<file path="src/rtl/udp_rx_pkg.sv">
// Shared constants for the UDP receive controller.
// State encodings and header sizes used by udp_rx_ctrl.
package udp_rx_pkg;

  localparam logic [2:0] S_IDLE      = 3'd0;
  localparam logic [2:0] S_CHECK_LEN = 3'd1;
  localparam logic [2:0] S_RD_HDR0   = 3'd2;
  localparam logic [2:0] S_RD_HDR1   = 3'd3;
  localparam logic [2:0] S_RD_DATA   = 3'd4;
  localparam logic [2:0] S_DONE      = 3'd5;

  localparam int HDR_BYTES     = 2;
  localparam int UDP_HDR_BYTES = 8;

endpackage

</file>
<file path="src/rtl/sat_cnt16.sv">
// Saturating 16-bit event counter.
// clk_i/rst_i: clock, sync reset; inc_i: count enable; cnt_o: value.
module sat_cnt16 (
  input  logic        clk_i,
  input  logic        rst_i,
  input  logic        inc_i,
  output logic [15:0] cnt_o
);

  logic [15:0] cnt_q, cnt_d;

  always_comb begin
    cnt_d = cnt_q;
    if (inc_i && cnt_q != 16'hFFFF)
      cnt_d = cnt_q + 16'd1;
  end

  always_ff @(posedge clk_i) begin
    if (rst_i) cnt_q <= '0;
    else       cnt_q <= cnt_d;
  end

  assign cnt_o = cnt_q;

endmodule

</file>
<file path="src/rtl/udp_rx_ctrl.sv">
// Reads a UDP payload from RAM and streams its pixels into a FIFO.
// In: clk, rst, valid/length, RAM data, fifo_full. Out: RAM addr,
// FIFO write, line_num, line/frame start, error/drop counters, busy.
module udp_rx_ctrl
  import udp_rx_pkg::*;
#(
  parameter int MAX_PAYLOAD = 1472,
  parameter int MIN_PAYLOAD = 3
) (
  input  logic        gmii_rx_clk,
  input  logic        rst,
  input  logic        udp_rec_data_valid,
  input  logic [15:0] udp_rec_data_length,
  output logic [10:0] udp_rec_ram_read_addr,
  input  logic [7:0]  udp_rec_ram_rdata,
  input  logic        fifo_full,
  output logic        fifo_wr_en,
  output logic [7:0]  fifo_wr_data,
  output logic [15:0] line_num,
  output logic        line_start,
  output logic        frame_start,
  output logic [15:0] seq_err_cnt,
  output logic [15:0] pkt_drop_cnt,
  output logic        busy
);

  logic [2:0]  state_q, state_d;
  logic [15:0] len_q, len_d;
  logic [10:0] addr_q, addr_d;
  logic        rd_vld_q, rd_vld_d;
  logic        lo_pend_q, lo_pend_d;
  logic        first_q, first_d;
  logic [15:0] code_q, code_d;
  logic [15:0] prev_q, prev_d;
  logic [15:0] line_num_q, line_num_d;

  logic [15:0] plen;
  logic        len_bad;
  logic        last_addr;
  logic        issue;
  logic        first_wr;
  logic        seq_bad;
  logic        drop_inc;
  logic        seq_inc;

  assign plen    = len_q - 16'(UDP_HDR_BYTES);
  assign len_bad = (len_q < 16'(UDP_HDR_BYTES))
                || (plen < 16'(MIN_PAYLOAD))
                || (plen > 16'(MAX_PAYLOAD));

  assign last_addr = ({5'd0, addr_q} == plen - 16'd1);
  assign issue     = (state_q == S_RD_DATA) && !fifo_full;
  assign first_wr  = rd_vld_q && first_q;
  assign seq_bad   = (code_q != 16'd1)
                  && (code_q != prev_q + 16'd1);

  // A rejected length and an ignored pulse can coincide in
  // CHECK_LEN; that cycle counts as a single drop.
  assign drop_inc = (udp_rec_data_valid && state_q != S_IDLE)
                 || (state_q == S_CHECK_LEN && len_bad);
  assign seq_inc  = first_wr && seq_bad;

  always_comb begin
    state_d    = state_q;
    len_d      = len_q;
    addr_d     = addr_q;
    rd_vld_d   = issue;
    lo_pend_d  = lo_pend_q;
    first_d    = first_q;
    code_d     = code_q;
    prev_d     = prev_q;
    line_num_d = line_num_q;
    unique case (state_q)
      S_IDLE: begin
        if (udp_rec_data_valid) begin
          len_d   = udp_rec_data_length;
          state_d = S_CHECK_LEN;
        end
      end
      S_CHECK_LEN: begin
        if (len_bad) begin
          state_d = S_IDLE;
        end else begin
          addr_d  = '0;
          first_d = 1'b1;
          state_d = S_RD_HDR0;
        end
      end
      S_RD_HDR0: begin
        addr_d  = 11'd1;
        state_d = S_RD_HDR1;
      end
      S_RD_HDR1: begin
        code_d[15:8] = udp_rec_ram_rdata;
        addr_d       = 11'(HDR_BYTES);
        lo_pend_d    = 1'b1;
        state_d      = S_RD_DATA;
      end
      S_RD_DATA: begin
        // Byte 1 is on the bus only in the first RD_DATA cycle.
        if (lo_pend_q) begin
          code_d[7:0] = udp_rec_ram_rdata;
          lo_pend_d   = 1'b0;
        end
        if (!fifo_full) begin
          addr_d = addr_q + 11'd1;
          if (last_addr) state_d = S_DONE;
        end
      end
      S_DONE: state_d = S_IDLE;
      default: state_d = S_IDLE;
    endcase
    if (first_wr) begin
      line_num_d = code_q;
      prev_d     = code_q;
      first_d    = 1'b0;
    end
  end

  always_ff @(posedge gmii_rx_clk) begin
    if (rst) begin
      state_q    <= S_IDLE;
      len_q      <= '0;
      addr_q     <= '0;
      rd_vld_q   <= 1'b0;
      lo_pend_q  <= 1'b0;
      first_q    <= 1'b0;
      code_q     <= '0;
      prev_q     <= '0;
      line_num_q <= '0;
    end else begin
      state_q    <= state_d;
      len_q      <= len_d;
      addr_q     <= addr_d;
      rd_vld_q   <= rd_vld_d;
      lo_pend_q  <= lo_pend_d;
      first_q    <= first_d;
      code_q     <= code_d;
      prev_q     <= prev_d;
      line_num_q <= line_num_d;
    end
  end

  sat_cnt16 u_seq_cnt (
    .clk_i (gmii_rx_clk),
    .rst_i (rst),
    .inc_i (seq_inc),
    .cnt_o (seq_err_cnt)
  );

  sat_cnt16 u_drop_cnt (
    .clk_i (gmii_rx_clk),
    .rst_i (rst),
    .inc_i (drop_inc),
    .cnt_o (pkt_drop_cnt)
  );

  assign udp_rec_ram_read_addr = addr_q;
  assign fifo_wr_en   = rd_vld_q;
  assign fifo_wr_data = rd_vld_q ? udp_rec_ram_rdata : 8'h00;
  assign line_num     = line_num_q;
  assign line_start   = first_wr;
  assign frame_start  = first_wr && (code_q == 16'd1);
  assign busy         = (state_q != S_IDLE);

endmodule

</file>
<file path="config.mk">
export PLATFORM = sky130hd
export DESIGN_NAME = udp_rx_ctrl
export DESIGN_NICKNAME = d
export VERILOG_FILES = /design/src/rtl/udp_rx_pkg.sv /design/src/rtl/sat_cnt16.sv /design/src/rtl/udp_rx_ctrl.sv
export SDC_FILE = /design/constraint.sdc
export NUM_CORES = 1
export LEC_CHECK = 0
export ABC_AREA = 1
export CORE_UTILIZATION = 33
export DETAILED_ROUTE_END_ITERATION = 6
export GPL_TIMING_DRIVEN = 1
export HOLD_SLACK_MARGIN = 0.1
export SLEW_MARGIN = 20
export SYNTH_ARGS = -nofsm -noshare
export SYNTH_HDL_FRONTEND = slang
export SYNTH_SLANG_ARGS = --single-unit
</file>
<file path="constraint.sdc">
create_clock -name gmii_rx_clk -period 2.18 [get_ports gmii_rx_clk]
set_input_delay 0.436 -clock gmii_rx_clk [delete_from_list [all_inputs] [get_ports gmii_rx_clk]]
set_output_delay 0.436 -clock gmii_rx_clk [all_outputs]
set_load 0.05 [all_outputs]
</file>
==> metrics.txt <==
cell count after synthesis=950; PD cells=570 mW/mm^2; VDD IR max=0.000470 V; setup slack, reg-to-reg=0.11 ns; CP cell instances=inv_1 -> nor4_1 -> nand4_1 -> nor2_2 -> buf_12; drt first pass iters=7; Die ar.=0.0191 sq mm; Routed Antenna Nets=0; post-synthesis sequential area ratio=31.7%; Routed WL=17700 microns; initial antenna violation count=0; Min-Delay Endpoint=first_q; Max-slew headroom=44.0%; CTS tree=yes; fin crit share=97.4%; Reg clk slew, reported paths=0.07 ns; Worst Path Max Fanout=3; slew of the pin with the lowest slew margin=0.840 ns; CP peak stage delay=0.35 ns; initial DRC count=333; Crit-path slowest cell=dfxtp_1; die outline height=138 microns; synthesized cell area=0.00612 sq mm; Seq cells post-synth=97; fmax=471 MHz; Synth Area per Inst=6.44 sq um; routing usage on met1=25.2%; busiest metal layer after global routing=met2; final core utilization=45.6%; failing checks=design-rule violations; CP Data Arrival Time=1.69 ns; vias in the first global route=5849; Layout area overhead=34.8%; P_leak=3.24 nW; global placement routability congestion=0.896; CP startpoint kind=register; share of the synthesized area in the top cell type=31.7%; Reg2Reg Depth=14; Final Max Slew Viols=0; largest area contributor in the netlist=dfxtp_1; Tmin final=2.12 ns; hold depth=2; Top-Level Pins=99; Initial Util=33.8%; R2R Path End=u_seq_cnt.cnt_o[10]; final hold vios=0; synth unique cells=37; Area contributors post-synth=dfxtp_1 32%, nand2_1 15%, nor2_1 7.0%, nand3_1 6.7%, a21oi_1 6.0%; fin nets=1118; placed instance area=0.00768 sq mm; status=complete, but fails checks; PortBufs=98; # rows=49; layout cells sized above 1=16.4%; worst skew pair latency=0.35 ns; first-pass GRT wire length=28600 microns; largest net degree at the start of global routing=51; Synth Net Count=986; CTS root buf=clkbuf_16; Critical Path RT=1.74 ns; dpl hpwl=12900 microns; skew final=0.0106 ns; Num CTS Buffers=9; Non-Filler Instances=1315; hold wc startpoint=first_q; RSZ-0062 raised after global routing=yes; # H-tree levels=3; Routed WL per cell=13.4 microns; hold crit path type=reg2reg; Reg-to-Reg Start=line_num[0]; GR Layer Usage met3=3.43%; die width=138 microns; CP Capture Type=output pin; Sink Count=97; vias=6420; critical path type=reg2out; drt via density=4.88; maximum clock path buffer count=2; grt ovf=0; GRT Total Usage=18.3%; sequential cell area=0.00197 sq mm; final setup fails=0; Diodes inserted=0; number of fill cells=1851; setup TNS=0 ns; placed insts=1288; post-route cell area=0.00825 sq mm; Post-route DRC=16; hold buffer count at CTS=0; routing usage on met2=28.7%; Std-Cell Core Area=0.0181 sq mm; Synth warnings=0; area of the multi-input gates=0.00385 sq mm; max-cap violations=0
registers in the layout (all words and copies together) (netlist names):
register	cells
code_q	16
len_q	16
line_num	16
u_drop_cnt.cnt_o	16
u_seq_cnt.cnt_o	16
udp_rec_ram_read_addr	11
state_q	3
fifo_wr_en	1
first_q	1
lo_pend_q	1
cells in the mapped netlist:
cell,count
a211oi_1,1
a21boi_0,1
a21oi_1,73
and2_1,1
buf_2,3
buf_4,1
buf_6,3
clkbuf_1,23
dfxtp_1,97
ha_1,8
inv_1,87
inv_2,13
nand2_1,237
nand2_2,8
nand2_4,4
nand2b_1,1
nand3_1,82
nand3_2,6
nand3_4,1
nand3b_1,7
nand4_1,30
nand4_2,1
nor2_1,114
nor2_2,7
nor2_4,4
nor2_8,1
nor3_1,16
nor3_2,2
nor3_4,1
nor3b_1,1
nor4_1,9
o21ai_0,54
o21ai_1,5
o21ai_2,1
o21ai_4,1
xnor2_1,20
xor2_1,26
critical path: cells and delay by family (launching register included):
kind | cells | cell delay (ns)
flops | 1 | 0.35
buf+inv | 2 | 0.23
simple gates | 3 | 0.76
power by group:
group	internal, mW	switching (mW)	leakage, nW
registers	1.83	0.0803	0.795
clock network	0.802	0.691	0.122
logic	0.474	0.819	2.33
total	3.11	1.59	3.24
kinds of logic (layout without fill, tap and decap cells):
kind of cell / after synthesis / count (layout) / share of synthesized area (%)
AOI/OAI and AO/OA: 136 / 136 / 11.5
xor gates and xnor gates: 46 / 46 / 6.58
adders and majority gates: 8 / 8 / 1.64
buffers and inverters: 130 / 264 / 8.47
DFF: 97 / 97 / 31.7
and+or+nand+nor: 533 / 535 / 40.1
layout by cell type (no fill, tap or decap), types with 3 or more instances in the layout:
cell type / instances
a21oi_1: 70
a21oi_2: 3
buf_12: 12
buf_4: 48
buf_6: 5
clkbuf_1: 3
clkbuf_16: 9
clkdlybuf4s50_1: 82
dfxtp_1: 81
dfxtp_2: 12
dfxtp_4: 4
ha_1: 6
inv_1: 85
inv_2: 15
nand2_1: 227
nand2_2: 17
nand2_4: 3
nand3_1: 79
nand3_2: 8
nand3_4: 4
nand3b_1: 7
nand4_1: 30
nor2_1: 103
nor2_2: 15
nor2_4: 7
nor3_1: 15
nor4_1: 9
o21ai_0: 53
o21ai_1: 6
xnor2_1: 20
xor2_1: 26
metrics by stage:
stage	power [mW]	setup WS (ns)	hold slack, ns
after floorplan	2.79	0.00321	0.438
after global placement	3.16	0.0485	0.453
after detailed placement	3.17	0.00159	0.451
after CTS	4.68	0.0209	0.460
after global routing	4.97	-0.0719	0.482
final	4.70	0.0567	0.467
worst max-delay path by stage:
stage / from / slack (ns) / end
after global routing: line_num[1] / -0.07 / u_seq_cnt.cnt_o[1]
final: code_q[0] / 0.06 / frame_start
after detailed placement: len_q[4] / 0.002 / udp_rec_ram_read_addr[8]
after CTS: udp_rec_ram_read_addr[2] / 0.02 / udp_rec_ram_read_addr[2]
after floorplan: u_drop_cnt.cnt_o[1] / 0.003 / u_drop_cnt.cnt_o[4]
after global placement: len_q[4] / 0.05 / udp_rec_ram_read_addr[0]
area by class of cell:
cell class,count,area share (%)
Multi-Input combinational cell,725,46.7
Sequential cell,97,23.9
Timing Repair Buffer,149,18.1
Inverter,100,4.55
Tap cell,229,3.47
Clock buffer,13,3.03
Clock inverter,2,0.182
metal layers:
metal  wire, microns  part of all wire (%)  up-vias
met4             307                   1.7        0
met2            7660                    43      136
li1                -                     -     3372
met5               0                     0        -
met1            8810                    50     2896
met3             905                   5.1       16
timing repair:
action	4_1_cts	5_1_grt
gates resized for setup	1	55
setup buffers	0	9
cloned	0	3
pin swaps	0	23
setup endpoints to repair	7	46
Power figures use the tool's default switching activity.
